--- config.mk ---
export PLATFORM = sky130hd
export DESIGN_NAME = chk_move_scan
export DESIGN_NICKNAME = d
export VERILOG_FILES = /design/src/rtl/chk_board_pkg.sv /design/src/rtl/chk_dir_shift.sv /design/src/rtl/chk_move_scan.sv
export SDC_FILE = /design/constraint.sdc
export NUM_CORES = 1
export LEC_CHECK = 0
export ABC_AREA = 1
export BUFFER_PORTS_ARGS = -buffer_cell sky130_fd_sc_hd__buf_2
export CAP_MARGIN = 40
export CORE_ASPECT_RATIO = 1.1
export CORE_MARGIN = 5
export CORE_UTILIZATION = 57
export DETAILED_ROUTE_END_ITERATION = 12
export HOLD_SLACK_MARGIN = 0.02
export PLACE_DENSITY = 0.79
export REMOVE_ABC_BUFFERS = 1
export SETUP_SLACK_MARGIN = 0.15
export SLEW_MARGIN = 20
export SYNTH_ARGS = -nofsm -noshare
export SYNTH_HDL_FRONTEND = slang
export SYNTH_SLANG_ARGS = --single-unit
export TNS_END_PERCENT = 100
--- constraint.sdc ---
create_clock -name clock -period 1.9 [get_ports clock]
set_clock_uncertainty 0.1 [all_clocks]
set_input_delay 0.19 -clock clock [delete_from_list [all_inputs] [get_ports clock]]
set_output_delay 0.19 -clock clock [all_outputs]
set_load 0.1 [all_outputs]
--- src/rtl/chk_board_pkg.sv ---
// Shared board geometry, direction and FSM encodings for the checkers move scanner.
package chk_board_pkg;

    localparam int unsigned BOARD_W  = 32;
    localparam int unsigned ROW_W    = 4;
    localparam int unsigned NUM_ROWS = 8;
    localparam int unsigned PHASE_W  = 2;

    typedef enum logic [1:0] {
        DIR_UR = 2'd0,
        DIR_UL = 2'd1,
        DIR_DR = 2'd2,
        DIR_DL = 2'd3
    } dir_e;

    typedef enum logic [1:0] {
        IDLE = 2'd0,
        SCAN = 2'd1,
        DONE = 2'd2
    } state_e;

    typedef logic [BOARD_W-1:0] board_t;

endpackage

--- src/rtl/chk_dir_shift.sv ---
// Diagonal neighbour shifter: y[i] = x[neighbour(i)], with off-board neighbours reading as 1.
module chk_dir_shift
    import chk_board_pkg::*;
(
    input  dir_e   dir,
    input  board_t x,
    output board_t y
);

    logic [4:0] sq;
    logic [1:0] col;
    logic [2:0] row;

    always_comb begin
        y   = '1;
        sq  = '0;
        col = '0;
        row = '0;
        for (int unsigned i = 0; i < BOARD_W; i++) begin
            sq  = 5'(i);
            col = sq[1:0];
            row = sq[4:2];
            unique case (dir)
                DIR_UR: if (col != 2'(ROW_W-1) && row != 3'd0)            y[i] = x[sq - 5'd3];
                DIR_UL: if (col != 2'd0        && row != 3'd0)            y[i] = x[sq - 5'd5];
                DIR_DR: if (col != 2'(ROW_W-1) && row != 3'(NUM_ROWS-1))  y[i] = x[sq + 5'd5];
                DIR_DL: if (col != 2'd0        && row != 3'(NUM_ROWS-1))  y[i] = x[sq + 5'd3];
                default: y[i] = 1'b1;
            endcase
        end
    end

endmodule

--- src/rtl/chk_move_scan.sv ---
// Multi-cycle legal-move scanner: 3 phases x 4 directions through one shared shifter.
// Optional CHK_FORCE_JUMP_EN: suppress simple moves whenever any capture exists.
module chk_move_scan
    import chk_board_pkg::*;
#(
    parameter int unsigned BOARD_W = 32,
    parameter int unsigned ROW_W   = 4
) (
    input  logic               clock,
    input  logic               reset,
    input  logic               start,
    input  logic               side,
    input  logic [BOARD_W-1:0] own,
    input  logic [BOARD_W-1:0] opp,
    input  logic [BOARD_W-1:0] kings,
    output logic               busy,
    output logic               done,
    output logic [BOARD_W-1:0] move_mask,
    output logic [BOARD_W-1:0] jump_mask,
    output logic               any_jump
);

    if (BOARD_W != 32 || ROW_W != 4) begin : g_bad_geometry
        $error("chk_move_scan supports only BOARD_W=32, ROW_W=4");
    end

    state_e               state_q, state_d;
    dir_e                 dir_q, dir_d;
    logic [PHASE_W-1:0]   phase_q, phase_d;
    logic                 side_q, side_d;
    board_t               own_q, own_d, opp_q, opp_d, kings_q, kings_d;
    board_t               occ1_q, occ1_d, opp1_q, opp1_d;
    board_t               move_acc_q, move_acc_d, jump_acc_q, jump_acc_d;
    board_t               move_mask_q, move_mask_d, jump_mask_q, jump_mask_d;
    logic                 any_jump_q, any_jump_d;
    logic                 done_q, done_d;
    board_t               shift_x, shift_y, mover;

    chk_dir_shift u_shift (
        .dir (dir_q),
        .x   (shift_x),
        .y   (shift_y)
    );

    always_ff @(posedge clock) begin
        if (reset) begin
            state_q     <= IDLE;
            dir_q       <= DIR_UR;
            phase_q     <= '0;
            side_q      <= 1'b0;
            own_q       <= '0;
            opp_q       <= '0;
            kings_q     <= '0;
            occ1_q      <= '0;
            opp1_q      <= '0;
            move_acc_q  <= '0;
            jump_acc_q  <= '0;
            move_mask_q <= '0;
            jump_mask_q <= '0;
            any_jump_q  <= 1'b0;
            done_q      <= 1'b0;
        end else begin
            state_q     <= state_d;
            dir_q       <= dir_d;
            phase_q     <= phase_d;
            side_q      <= side_d;
            own_q       <= own_d;
            opp_q       <= opp_d;
            kings_q     <= kings_d;
            occ1_q      <= occ1_d;
            opp1_q      <= opp1_d;
            move_acc_q  <= move_acc_d;
            jump_acc_q  <= jump_acc_d;
            move_mask_q <= move_mask_d;
            jump_mask_q <= jump_mask_d;
            any_jump_q  <= any_jump_d;
            done_q      <= done_d;
        end
    end

    always_comb begin
        state_d = state_q;
        unique case (state_q)
            IDLE:    if (start) state_d = SCAN;
            SCAN:    if (phase_q == 2'd2 && dir_q == DIR_DL) state_d = DONE;
            DONE:    state_d = IDLE;
            default: state_d = IDLE;
        endcase
    end

    // Backward directions only move kings; forward is UR/UL for side 0, DR/DL for side 1.
    always_comb begin
        mover = (dir_q[1] == side_q) ? own_q : (own_q & kings_q);
        unique case (phase_q)
            2'd0:    shift_x = own_q | opp_q;
            2'd1:    shift_x = opp_q;
            default: shift_x = occ1_q;
        endcase
    end

    always_comb begin
        dir_d       = dir_q;
        phase_d     = phase_q;
        side_d      = side_q;
        own_d       = own_q;
        opp_d       = opp_q;
        kings_d     = kings_q;
        occ1_d      = occ1_q;
        opp1_d      = opp1_q;
        move_acc_d  = move_acc_q;
        jump_acc_d  = jump_acc_q;
        move_mask_d = move_mask_q;
        jump_mask_d = jump_mask_q;
        any_jump_d  = any_jump_q;
        done_d      = 1'b0;
        unique case (state_q)
            IDLE: if (start) begin
                own_d      = own;
                opp_d      = opp;
                kings_d    = kings & own;
                side_d     = side;
                move_acc_d = '0;
                jump_acc_d = '0;
                dir_d      = DIR_UR;
                phase_d    = '0;
            end
            SCAN: begin
                unique case (phase_q)
                    2'd0: begin
                        occ1_d  = shift_y;
                        phase_d = 2'd1;
                    end
                    2'd1: begin
                        opp1_d  = shift_y;
                        phase_d = 2'd2;
                    end
                    default: begin
                        // shift_y here is occ2 (two squares along dir), consumed without a register.
                        move_acc_d = move_acc_q | (mover & ~occ1_q);
                        jump_acc_d = jump_acc_q | (mover & opp1_q & ~shift_y);
                        phase_d    = '0;
                        dir_d      = dir_e'(dir_q + 2'd1);
                    end
                endcase
            end
            DONE: begin
`ifdef CHK_FORCE_JUMP_EN
                move_mask_d = (jump_acc_q != '0) ? '0 : move_acc_q;
`else
                move_mask_d = move_acc_q;
`endif
                jump_mask_d = jump_acc_q;
                any_jump_d  = |jump_acc_q;
                done_d      = 1'b1;
            end
            default: ;
        endcase
    end

    assign busy      = (state_q == SCAN) || (state_q == DONE);
    assign done      = done_q;
    assign move_mask = move_mask_q;
    assign jump_mask = jump_mask_q;
    assign any_jump  = any_jump_q;

endmodule

==> flow_summary.json <==
{
  "seq_area_mm2": 0.00596,
  "grt_max_degree": 96,
  "antenna_found_initial": 1,
  "wl_um": 40700,
  "status": "finished clean",
  "rrSetupSlack_ns": 0.07,
  "rr_startpoint": "state_q[1]$_SDFFE_PP0P_",
  "synth.mux.area_fraction_pct": 0,
  "rr_endpoint": "jump_acc_q[9]$_SDFFE_PP0P_",
  "num-fill-cells": 1477,
  "synth_top_family_by_area": "simple AND/OR/NAND/NOR gates",
  "layout_common_cells": "dfxtp_1 (291), nand2_1 (253), nor2_1 (243), a21oi_1 (215), o21ai_0 (177)",
  "slew_headroom_pct": 66.6,
  "fin_ws_ns": 0.0671,
  "die_h_um": 163,
  "seq_area_frac_synth_pct": 49.1,
  "synth_compound_area_share_pct": 18.3,
  "netlist_instances": 1669,
  "netlist_top_cells_area": "dfxtp_1 (49%), a21oi_1 (9.4%), nor2_1 (8.2%)",
  "vias": 12800,
  "cp.arrival_ns": 2.21,
  "first_pass_iters": 6,
  "path_class": "register to register",
  "gp_congestion": 0.926,
  "postRouteAntennaNets": 0,
  "clk_latency_ns": 0.56,
  "vias_per_cell": 5.74,
  "rsz0062_at_grt": "true",
  "yosysUniqueCellTypes": 32,
  "power_density_mw_per_mm2": 1200,
  "drt_iter0_markers": 1391,
  "place_area_mm2": 0.0134,
  "hp-start": "reset",
  "synthAdderAreaFrac_pct": 0.723,
  "path_delay_family": "simple AND/OR/NAND/NOR gates",
  "wl_per_cell_um": 18.2,
  "worst_pin_slew_ns": 0.505,
  "slew_violations": 0,
  "ff2ff_path_depth": 10,
  "multi_input_area_mm2": 0.00556,
  "netlist_area_mm2": 0.0121,
  "irDropWorstVdd_mv": 0.934,
  "holdPathStages": 3,
  "grt_usage_pct": 31.3,
  "synth_area_per_cell_um2": 7.26,
  "path_cells": "inv_4, ha_4, inv_2, nand2_4, nand3_4, buf_6, buf_8, nor3_2, nand3_1, a21oi_2",
  "fp.dieArea_mm2": 0.0243,
  "cts_buffers": 29,
  "hold_viol": 0,
  "worstHoldEndpoint": "done$_SDFF_PP0_",
  "design_area_mm2": 0.0160,
  "period_needed_ns": 1.83,
  "core_mm2": 0.0211,
  "ys_warn_count": 0,
  "cap_viol_max_count": 0,
  "start_util_pct": 57.4,
  "io_pins": 167,
  "dpl.hpwl_um": 23600,
  "hp-class": "primary input to register",
  "cts_buffer_depth": 3,
  "row_count": 56,
  "critPathBufInv": 4,
  "grt_pass1_vias": 12200,
  "synth_top_area_share_pct": 49.1,
  "clk_pin_slew_ns": 0.06,
  "endpoint_kind": "register",
  "layout.nets": 2026,
  "synth_simple_gate_area_share_pct": 24.1,
  "drive_gt1_share_pct": 18.6,
  "yosysTopAreaCell": "dfxtp_1",
  "layout_commonest_cell": "dfxtp_1",
  "die_w_um": 149,
  "critPathLaunchType": "register",
  "cts.sinks": 297,
  "slowest_stage": "dfxtp_2",
  "worstPathRequired_ns": 2.28,
  "finalPower_mw": 19.2,
  "cp_max_fo": 7,
  "leakagePower_nw": 6.74,
  "synth-seq-cells": 297,
  "dp_slack_ns": 0.0647,
  "cts_tree": "done",
  "period_share_pct": 96.5,
  "cts_root_buf": "clkbuf_16",
  "io_buffers": 166,
  "synth_xor_area_share_pct": 0,
  "max_clock_freq_ghz": 0.546,
  "grt_pass1_wl_um": 62200,
  "synthToLayoutAreaGrowth_pct": 31.9,
  "slowest_delay_ns": 0.34,
  "overflow": 0,
  "drc": 0,
  "setup_viol": 0,
  "htreeDepth": 1
}
==> how the worst max path moves through the flow <==
| stage | start | end | depth (start not counted) |
|---|---|---|---|
| after detailed placement | state_q[0]$_SDFFE_PP0P_ | jump_acc_q[5]$_SDFFE_PP0P_ | 8 |
| after CTS | state_q[1]$_SDFFE_PP0P_ | jump_acc_q[17]$_SDFFE_PP0P_ | 9 |
| final | state_q[1]$_SDFFE_PP0P_ | jump_acc_q[9]$_SDFFE_PP0P_ | 10 |
| after floorplan | state_q[0]$_SDFFE_PP0P_ | opp_q[0]$_SDFFE_PP0P_ | 6 |
| after global routing | dir_q[0]$_SDFFE_PP0P_ | jump_acc_q[10]$_SDFFE_PP0P_ | 8 |
| after global placement | state_q[0]$_SDFFE_PP0P_ | jump_acc_q[19]$_SDFFE_PP0P_ | 8 |
==> report_power, final <==
part	leakage [nW]	switching, mW	internal [mW]
sequential	2.42	0.320	6.79
clock	0.471	2.45	3.42
combinational	3.85	4.38	1.82
total	6.74	7.15	12.0
==> Yosys cell counts <==
master    count
nor3_1        8
nand2_1     259
inv_2         3
a31oi_1       5
a21boi_0      7
or2_2         2
nand3_4       1
nor2_2        3
inv_1       122
o21ai_1       2
nand2_2       1
buf_6         4
o21ai_0     184
buf_2        30
a211oi_1      3
nor3_2        7
o21ai_2       1
clkbuf_1     50
dfxtp_1     297
buf_1        16
nor4_1        3
clkbuf_2      4
o211ai_1      4
ha_1          7
buf_4         1
a21oi_1     227
nand3_1     139
and2_1        2
nor2_1      266
clkinv_1      3
and3_1        1
nand4_1       7
==> logic make-up (layout without fill, tap and decap cells) <==
family | Yosys count | in the layout
compound gates | 433 | 433
fa+ha+maj | 7 | 7
buf+inv | 233 | 502
flops | 297 | 297
other cells | 0 | 1
simple gates | 699 | 699
==> final cells by class <==
class	instances	share of cell area [%]
Tap cell	290	2.27
Sequential cell	297	37.3
Inverter	128	3.12
Clock buffer	38	4.88
Timing Repair Buffer	324	16.5
Clock inverter	12	1.07
Multi-Input combinational cell	1139	34.8
Antenna cell	1	0.0157
==> metrics by stage <==
step	cells	hold WS [ns]	TNS, ns	util, %
global placement	2065	0.344	0	63.5
finish	2229	0.0687	0	75.7
global route	2229	0.0914	0	75.7
detailed placement	2065	0.349	0	63.5
CTS	2217	0.0504	0	73.4
floorplan	1564	0.159	-519.40	-
==> registers in the layout, summed over array words and instances (netlist names) <==
| register | count |
|---|---|
| jump_acc_q | 32 |
| jump_mask | 32 |
| kings_q | 32 |
| move_acc_q | 32 |
| move_mask | 32 |
| occ1_q | 32 |
| opp1_q | 32 |
| opp_q | 32 |
| own_q | 32 |
| dir_q | 2 |
| phase_q | 2 |
| state_q | 2 |
| any_jump | 1 |
| done | 1 |
| side_q | 1 |
==> worst reg2reg max path: cells and delay by family, from the launching register on <==
kind	cells	cell delay [ns]
AND/OR/NAND/NOR	4	0.54
buffers and inverters	4	0.44
AO/OA/AOI/OAI	1	0.14
adder cells (fa/ha/maj)	1	0.18
flip-flops	1	0.34
==> routing by layer <==
metal | vias to the layer above | global-route usage, % | share of wire [%]
met2 | 771 | 53.3 | 48
met4 | 0 | 14.2 | 5.1
li1 | 5965 | - | -
met5 | - | 0 | 0
met1 | 5869 | 39.3 | 38
met3 | 180 | 4.68 | 8.5
==> timing repair <==
item,in CTS,in global routing
setup endpoints to repair,57,105
setup buffers,2,7
pin swaps,1,41
resized for setup,22,102
hold buffers,98,0
gates cloned,2,4
hold endpoints to repair,97,0
Note: power is estimated with default switching activity, not from simulation.
